File: src/rtl/seq_addsub.sv
// seq_addsub: multi-cycle adder/subtractor for the calculator datapath.
// A WIDTH-bit operand pair is consumed CHUNK bits per clock, least
// significant chunk first, with the inter-chunk carry held in a register.
// Results and flags are registered and only change when an operation
// completes, so the display path never sees a partially built sum.

module seq_addsub #(
  parameter int WIDTH = 16,
  parameter int CHUNK = 4
) (
  input  logic             clk_i,
  input  logic             rst_i,
  input  logic             start_i,
  input  logic             sub_i,
  input  logic [WIDTH-1:0] a_i,
  input  logic [WIDTH-1:0] b_i,
  output logic             busy_o,
  output logic             done_o,
  output logic [WIDTH-1:0] s_o,
  output logic             c_o,
  output logic             ovf_o,
  output logic             zero_o
);

  localparam int NCHUNK = WIDTH / CHUNK;
  // A single-chunk configuration still needs a one-bit counter.
  localparam int CW = (NCHUNK > 1) ? $clog2(NCHUNK) : 1;
  localparam logic [CW-1:0] LAST_CHUNK = CW'(NCHUNK - 1);

  // Refuse to build a configuration that cannot split the word evenly.
  generate
    if (CHUNK < 1 || CHUNK > WIDTH || (WIDTH % CHUNK) != 0) begin : gBadChunk
      $error("seq_addsub: WIDTH must be a non-zero multiple of CHUNK");
    end
  endgenerate

  typedef enum logic [1:0] {
    IDLE = 2'd0,
    RUN  = 2'd1,
    DONE = 2'd2
  } state_t;

  state_t state_q;

  // Operand shift registers; the low chunk is always the one being added.
  logic [WIDTH-1:0] aOp_q;
  logic [WIDTH-1:0] bOp_q;
  logic [WIDTH-1:0] aOp_d;
  logic [WIDTH-1:0] bOp_d;

  // Result assembly register, filled from the MSB side one chunk at a time.
  logic [WIDTH-1:0] shift_q;
  logic [WIDTH-1:0] shift_d;

  logic             carry_q;
  logic [CW-1:0]    cnt_q;

  // Registered handshake and result outputs.
  logic             busy_q;
  logic             done_q;
  logic [WIDTH-1:0] s_q;
  logic             c_q;
  logic             ovf_q;
  logic             zero_q;

  // Chunk datapath signals.
  logic [CHUNK:0]        chunkFull;
  logic [CHUNK-1:0]      chunkSum;
  logic                  chunkCarry;
  logic                  msbCarryIn;
  logic                  ovf_d;
  logic                  zero_d;
  logic [WIDTH+CHUNK-1:0] shiftWide;
  logic [WIDTH+CHUNK-1:0] aWide;
  logic [WIDTH+CHUNK-1:0] bWide;

  // One chunk of ripple addition plus the shifted views of the operand and
  // result registers; the carry into the chunk MSB is recovered from the
  // sum bit, which keeps the overflow term correct for any CHUNK (even 1).
  always_comb begin
    chunkFull  = {1'b0, aOp_q[CHUNK-1:0]}
               + {1'b0, bOp_q[CHUNK-1:0]}
               + (CHUNK+1)'(carry_q);
    chunkSum   = chunkFull[CHUNK-1:0];
    chunkCarry = chunkFull[CHUNK];
    msbCarryIn = aOp_q[CHUNK-1] ^ bOp_q[CHUNK-1] ^ chunkSum[CHUNK-1];
    ovf_d      = msbCarryIn ^ chunkCarry;

    shiftWide  = {chunkSum, shift_q};
    shift_d    = shiftWide[WIDTH+CHUNK-1:CHUNK];

    aWide      = {{CHUNK{1'b0}}, aOp_q};
    bWide      = {{CHUNK{1'b0}}, bOp_q};
    aOp_d      = aWide[WIDTH+CHUNK-1:CHUNK];
    bOp_d      = bWide[WIDTH+CHUNK-1:CHUNK];

    zero_d     = ~|shift_d;
  end

  // Control FSM together with the operand, carry and result registers.
  always_ff @(posedge clk_i or posedge rst_i) begin
    if (rst_i) begin
      state_q <= IDLE;
      aOp_q   <= '0;
      bOp_q   <= '0;
      shift_q <= '0;
      carry_q <= 1'b0;
      cnt_q   <= '0;
      busy_q  <= 1'b0;
      done_q  <= 1'b0;
      s_q     <= '0;
      c_q     <= 1'b0;
      ovf_q   <= 1'b0;
      zero_q  <= 1'b0;
    end else begin
      unique case (state_q)
        IDLE, DONE: begin
          done_q <= 1'b0;
          if (start_i) begin
            aOp_q   <= a_i;
            bOp_q   <= sub_i ? ~b_i : b_i;
            carry_q <= sub_i;
            shift_q <= '0;
            cnt_q   <= '0;
            busy_q  <= 1'b1;
            state_q <= RUN;
          end else begin
            busy_q  <= 1'b0;
            state_q <= IDLE;
          end
        end

        RUN: begin
          aOp_q   <= aOp_d;
          bOp_q   <= bOp_d;
          shift_q <= shift_d;
          carry_q <= chunkCarry;
          if (cnt_q == LAST_CHUNK) begin
            s_q     <= shift_d;
            c_q     <= chunkCarry;
            ovf_q   <= ovf_d;
            zero_q  <= zero_d;
            busy_q  <= 1'b0;
            done_q  <= 1'b1;
            cnt_q   <= '0;
            state_q <= DONE;
          end else begin
            cnt_q   <= cnt_q + CW'(1);
          end
        end

        default: begin
          busy_q  <= 1'b0;
          done_q  <= 1'b0;
          state_q <= IDLE;
        end
      endcase
    end
  end

  assign busy_o = busy_q;
  assign done_o = done_q;
  assign s_o    = s_q;
  assign c_o    = c_q;
  assign ovf_o  = ovf_q;
  assign zero_o = zero_q;

endmodule

File: config.mk
export PLATFORM = sky130hd
export DESIGN_NAME = seq_addsub
export DESIGN_NICKNAME = d
export VERILOG_FILES = /design/src/rtl/seq_addsub.sv
export SDC_FILE = /design/constraint.sdc
export NUM_CORES = 1
export LEC_CHECK = 0
export BUFFER_PORTS_ARGS = -buffer_cell sky130_fd_sc_hd__buf_2
export CAP_MARGIN = 5
export CORE_ASPECT_RATIO = 1.25
export CORE_MARGIN = 3
export CORE_UTILIZATION = 52
export CTS_BUF_LIST = sky130_fd_sc_hd__clkbuf_8
export DETAILED_ROUTE_END_ITERATION = 7
export HOLD_SLACK_MARGIN = 0.05
export PLACE_DENSITY = 0.85
export SETUP_SLACK_MARGIN = 0.15
export SLEW_MARGIN = 20
export SYNTH_ARGS = -nofsm -noshare
export SYNTH_HDL_FRONTEND = slang
export SYNTH_SLANG_ARGS = --single-unit
File: constraint.sdc
create_clock -name clk_i -period 1.9 [get_ports clk_i]
set_input_delay 0.095 -clock clk_i [delete_from_list [all_inputs] [get_ports clk_i]]
set_output_delay 0.095 -clock clk_i [all_outputs]
set_load 0.05 [all_outputs]
==> results of run 1 <==
-- cell usage after synthesis (all sizes together), types with 3 or more instances --
master	number	area share
ha	4	0.016
o21ai	10	0.016
xnor2	16	0.046
a221o	13	0.043
a22o	16	0.046
mux2	15	0.068
xor2	3	0.0086
nor2	14	0.020
inv	7	0.0086
buf	15	0.035
nand2	34	0.043
a22oi	12	0.030
dfrtp	69	0.57
-- worst min-delay path by stage --
stage / from / to / depth (start not counted)
6_report: b_i[11] / bOp_q[11] / 4
5_1_grt: b_i[9] / bOp_q[9] / 4
4_1_cts: b_i[9] / bOp_q[9] / 4
3_5_place_dp: rst_i / s_o[9] / 2
3_3_place_gp: rst_i / s_o[9] / 2
2_1_floorplan: a_i[10] / aOp_q[10] / 2
-- stage by stage --
| step | worst slack [ps] | util | instances | TNS (ps) | power, mW |
|---|---|---|---|---|---|
| floorplan | -3.84 | - | 247 | -3.84 | 4.98 |
| global placement | -35.8 | 0.611 | 359 | -35.8 | 5.57 |
| detailed placement | -147 | 0.611 | 359 | -212 | 5.72 |
| CTS | -115 | 0.690 | 399 | -117 | 7.08 |
| global route | -181 | 0.701 | 401 | -312 | 7.74 |
| finish | -79.8 | 0.701 | 401 | -96.9 | 7.29 |
-- report_power, final --
group	internal, mW	switching, mW
Sequential	2.11	0.445
Combinational	1.49	2.08
Clock	0.627	0.537
-- timing repair --
action                                  CTS  global route
cloned                                    0             1
hold buffers                             21             0
setup buffers                             3             1
gates resized for setup                  10             8
endpoints found under the setup margin    8            52
pin swaps                                 7             4
hold endpoints to repair                 57             0
-- state kept, by name, summed over array words and instances, names as in the netlist, 2 cells and up --
register,cells
aOp_q,16
bOp_q,16
cnt_q,2
s_o,16
shift_q,12
state_q,2
-- critical path, delay by kind of cell, from the launching register on --
family          cells  cell delay [ps]
fa+ha+maj           2              820
simple gates        2              360
buf+inv             2              120
compound gates      1              210
flops               1              350
-- routing by layer --
metal  part of all wire  vias to the layer above  GRT usage
met1               0.41                     1120      0.244
met3              0.048                       14     0.0476
met2               0.52                       77      0.338
met5                  0                        -          0
met4              0.023                        0      0.110
li1                   -                     1044          -
-- cells in the final DEF, fill, tap and decap left out, types with 2 or more instances in the layout --
| cell type | instances |
|---|---|
| dfrtp_1 | 69 |
| buf_2 | 56 |
| nand2_1 | 33 |
| dlygate4sd3_1 | 21 |
| a22o_1 | 16 |
| xnor2_1 | 16 |
| a221o_1 | 13 |
| nor2_1 | 13 |
| a22oi_1 | 12 |
| mux2_4 | 11 |
| clkbuf_8 | 10 |
| buf_4 | 8 |
| o21ai_0 | 7 |
| inv_1 | 6 |
| ha_1 | 3 |
| nor2_4 | 2 |
| nand2b_1 | 2 |
| inv_2 | 2 |
| mux2_1 | 2 |
| mux2_2 | 2 |
| o31ai_1 | 2 |
| clkinvlp_4 | 2 |
| nor4_1 | 2 |
| o21ai_2 | 2 |
| fa_2 | 2 |
| clkinv_2 | 2 |
| buf_6 | 2 |
| buf_12 | 2 |
-- cells by family after synthesis --
group,after synthesis,synth area share
buffers and inverters,23,0.0447
AND/OR/NAND/NOR,58,0.0862
XOR/XNOR,19,0.0546
AO/OA/AOI/OAI,57,0.151
flip-flops,69,0.567
multiplexers,15,0.0677
adder cells (fa/ha/maj),6,0.0296
-- layout make-up --
class                           count  area [µm²]  area share
Timing Repair Buffer               89         613       0.157
Clock buffer                       10         138      0.0353
Sequential cell                    69        1730       0.443
Inverter                            7        30.0     0.00771
Clock inverter                      6        55.1      0.0141
Tap cell                           64        80.1      0.0206
Multi-Input combinational cell    156        1250       0.321
==> impl_metrics.tcl, run 1 <==
set metrics [dict create \
    grt_max_degree 47 \
    max_cap_viol_count 0 \
    dieArea_um2 6820 \
    holdCritPathClass "in2reg" \
    cp_slowest_stage_delay_ps 430 \
    endpoint_kind "flop" \
    whs_ps 94.0 \
    max_slew.worst_pin.slew_ps 827 \
    synth.yosys.seq_area_share 0.567 \
    dr_total_vias 2255 \
    vdd_drop_max_v 0.00102 \
    antenna_found_initial 0 \
    first_global_vias 2308 \
    grt_setup_unrepaired "yes" \
    cts_tree "built" \
    crit-reg2reg-launch "aOp_q[0]" \
    drcViolationCount 0 \
    routedWlPerCell_um 16.5 \
    path_class "reg2reg" \
    r2r-end "zero_o" \
    fill_cells 401 \
    hold_viol 0 \
    drt-total-wl_um 6620 \
    cellLeakagePower_nw 1.93 \
    synth_cells 247 \
    synth_area_um2 3050 \
    status "finished with violations" \
    fmax_ghz 0.505 \
    synth.distinct_cells 33 \
    min_period_ps 1980 \
    rows 30 \
    violations "negative setup slack" \
    place_area_um2 3390 \
    hpwl_um 4020 \
    first_pass_iters 4 \
    yosys_register_bits 69 \
    startpoint "aOp_q[0]" \
    die_x_um 74.5 \
    area_growth_pct 27.8 \
    drt_iter0_drc 114 \
    async_flop_share 1.00 \
    grt-ovfl-total 0 \
    cts_max_level 3 \
    cts_made_buffers 9 \
    finalCritPeriodShare 1.04 \
    boundaryPins 57 \
    postRouteAntennaNets 0 \
    final.setup.worst_slack_ps -79.8 \
    setup.worst_path.start_class "flop" \
    die_y_um 91.6 \
    critPathCapture "zero_o" \
    critPathSlowestCell "fa_2" \
    avgViaCountPerCell 5.62 \
    nNetsFinal 374 \
    start_util 0.549 \
    r2r_slack_ps -80 \
    cts.sinks 69 \
    cts_root_buf "clkbuf_8" \
    clk_latency_ps 360 \
    drive_above_1_share 0.332 \
    place_congestion 0.773 \
    grt_pass1_wl_um 10600 \
    synth_edf_count 0 \
    syn_avg_cell_area_um2 12.3 \
    skew_ps 10.9 \
    rr_worst_depth 7 \
    clk_pin_slew_worst_paths_ps 70 \
    synth_warnings 0 \
    syn_nets 289 \
    cts_max_path_buffers 2 \
    portBuffers 56 \
    antenna_cells 0 \
    crit_chain "inv_2 -> fa_2 -> inv_2 -> fa_2 -> nor4b_2 -> nand4_1 -> o41ai_2" \
    final_area_um2 3890 \
    synthFlopType "dfrtp_1" \
    fp.coreArea_um2 5560 \
    critPathMaxFanout 2 \
    setup_viol 2 \
    power.density_nw_per_um2 1870 \
    worstPathArrival_ps 2230 \
    gr-usage-all-layers 0.206 \
    critical_path_required_ps 2150 \
    finalMaxSlewViolations 0 \
    timing.max_slew.rel_slack 0.447 \
]
No activity file was read; power rests on OpenSTA's default activity.
==> run 2, diff against run 1 <==
--- a/config.mk
+++ b/config.mk
@@ -10,7 +10,7 @@
 export CORE_ASPECT_RATIO = 1.25
 export CORE_MARGIN = 3
 export CORE_UTILIZATION = 52
-export CTS_BUF_LIST = sky130_fd_sc_hd__clkbuf_8
+export CTS_BUF_LIST = sky130_fd_sc_hd__clkbuf_4 sky130_fd_sc_hd__clkbuf_8
 export DETAILED_ROUTE_END_ITERATION = 7
 export HOLD_SLACK_MARGIN = 0.05
 export PLACE_DENSITY = 0.85
==> run 2 against run 1 <==
Global-route usage up 0.16 points. Non-clock buffer count unchanged. Register-to-register slack about the same. Maximum frequency up 0.59%. Worst hold slack better by 1.7 ps. The run still ends with negative setup slack left. First-iteration DRC count up 9.6%. Power up 0.69%. Critical path type unchanged. Cell count unchanged. Via count down 0.93%. Critical endpoint unchanged. Sequential power about the same.
==> impl_metrics.tcl, run 2 (same netlist as run 1, synthesis figures left out) <==
set metrics [dict create \
    status "finished with violations" \
    violations "negative setup slack" \
    die_y_um 91.6 \
    drcViolationCount 0 \
    place_congestion 0.773 \
    start_util 0.549 \
    power.total_mw 7.34 \
    rows 30 \
    power.density_nw_per_um2 1880 \
    layout_common_cells "dfrtp_1, buf_2, nand2_1" \
    whs_path_depth 4 \
    layout_commonest_cell "dfrtp_1" \
    place_ws_ps -147 \
    max_slew.worst_pin.slew_ps 827 \
    cts_max_path_buffers 2 \
    holdCritPathClass "in2reg" \
    p_sw_mw 3.07 \
    cellLeakagePower_nw 1.93 \
    endpoint_kind "flop" \
    hpwl_um 4020 \
    tns_ps -86.1 \
    final.setup.worst_slack_ps -68.2 \
    gr-usage-all-layers 0.208 \
    cts_max_level 3 \
    fin_util 0.702 \
    clk_latency_ps 360 \
    area_growth_pct 28.0 \
    path_buf_inv 2 \
    max_cap_viol_count 0 \
    grt_pass1_wl_um 10600 \
    crit_chain "inv_2 -> fa_2 -> inv_2 -> fa_2 -> nor4b_2 -> nand4_1 -> o41ai_2" \
    path_class "reg2reg" \
    grt_max_degree 47 \
    finalCritPeriodShare 1.04 \
    setup_viol 2 \
    routedWlPerCell_um 16.6 \
    grt_setup_unrepaired "yes" \
    drive_above_1_share 0.338 \
    path_delay_family "adder cells" \
    seq_power_share 0.348 \
    cts_made_buffers 9 \
    postRouteAntennaNets 0 \
    cp_slowest_stage_delay_ps 430 \
    avgViaCountPerCell 5.57 \
    die_x_um 74.5 \
    skew_ps 12.6 \
    critPathSlowestCell "fa_2" \
    critPathMaxFanout 2 \
    dpl.cell_count 359 \
    comb_power_share 0.488 \
    cp.depth 7 \
    nNetsFinal 374 \
    switching_share 0.418 \
    dr_total_vias 2234 \
    drt_iter0_drc 125 \
    cts.sinks 69 \
    fp.coreArea_um2 5560 \
    finalMaxSlewViolations 0 \
    critical_path_required_ps 2150 \
    dieArea_um2 6820 \
    antenna_found_initial 0 \
    p_int_mw 4.27 \
    rr_worst_depth 7 \
    timing.max_slew.rel_slack 0.447 \
    drt-total-wl_um 6640 \
    cts_tree "built" \
    setup.worst_path.start_class "flop" \
    fmax_ghz 0.508 \
    clock_power_share 0.164 \
    vdd_drop_max_v 0.00102 \
    hold_viol 0 \
    first_pass_iters 4 \
    worstPathArrival_ps 2220 \
    grt-ovfl-total 0 \
    boundaryPins 57 \
    cts_root_buf "clkbuf_8" \
    first_global_vias 2313 \
    clk_pin_slew_worst_paths_ps 70 \
    min_period_ps 1970 \
    instances_no_fill 401 \
    portBuffers 56 \
    antenna_cells 0 \
]
==> run 2: what timing repair did <==
item	in CTS	in global routing
hold endpoints to repair	57	0
buffers inserted	3	1
gates cloned	0	1
pin swaps	7	4
gates resized for setup	10	8
hold buffers	21	0
setup endpoints to repair	8	52
==> run 2: path summary, 6_finish.rpt <==
kind	from	to	slack (ps)
max in group asynchronous	rst_i	busy_o	840
max	aOp_q[0]	zero_o	-70
max reg2reg	aOp_q[0]	zero_o	-70
min	b_i[11]	bOp_q[11]	100
min in group asynchronous	rst_i	aOp_q[1]	440
min reg2reg	aOp_q[8]	aOp_q[8]	480
==> run 2: cell type report <==
type | instances | area (µm²)
Fill cell | 402 | 1650
Sequential cell | 69 | 1730
Multi-Input combinational cell | 156 | 1250
Clock buffer | 12 | 153
Inverter | 7 | 30.0
Timing Repair Buffer | 89 | 613
Clock inverter | 4 | 47.5
Tap cell | 64 | 80.1
==> run 2: worst min-delay path, stage by stage <==
cell,delay [ps]
buf_2,80
xnor2_1,50
nor2_1,80
a221o_1,110
==> run 2: power by group through the flow <==
stage	registers (mW)	logic (mW)	clock network (mW)
after detailed placement	2.57	3.15	0
final	2.56	3.58	1.20
after CTS	2.55	3.35	1.23
after global routing	2.64	3.86	1.29
after floorplan	3.09	1.89	0
after global placement	2.54	3.03	0
==> run 2: through the flow <==
| stage | hold WS, ps | cell area (µm²) |
|---|---|---|
| floorplan | 223 | 3060 |
| global placement | 284 | 3390 |
| detailed placement | 289 | 3390 |
| CTS | 84.1 | 3840 |
| global route | 114 | 3900 |
| finish | 95.7 | 3900 |
==> run 2: metal layers <==
metal / vias up / GRT usage / wire length, µm
met5: - / 0 / 0
met4: 0 / 0.110 / 146
met3: 10 / 0.0476 / 324
met2: 63 / 0.340 / 3440
met1: 1118 / 0.247 / 2730
li1: 1043 / - / -
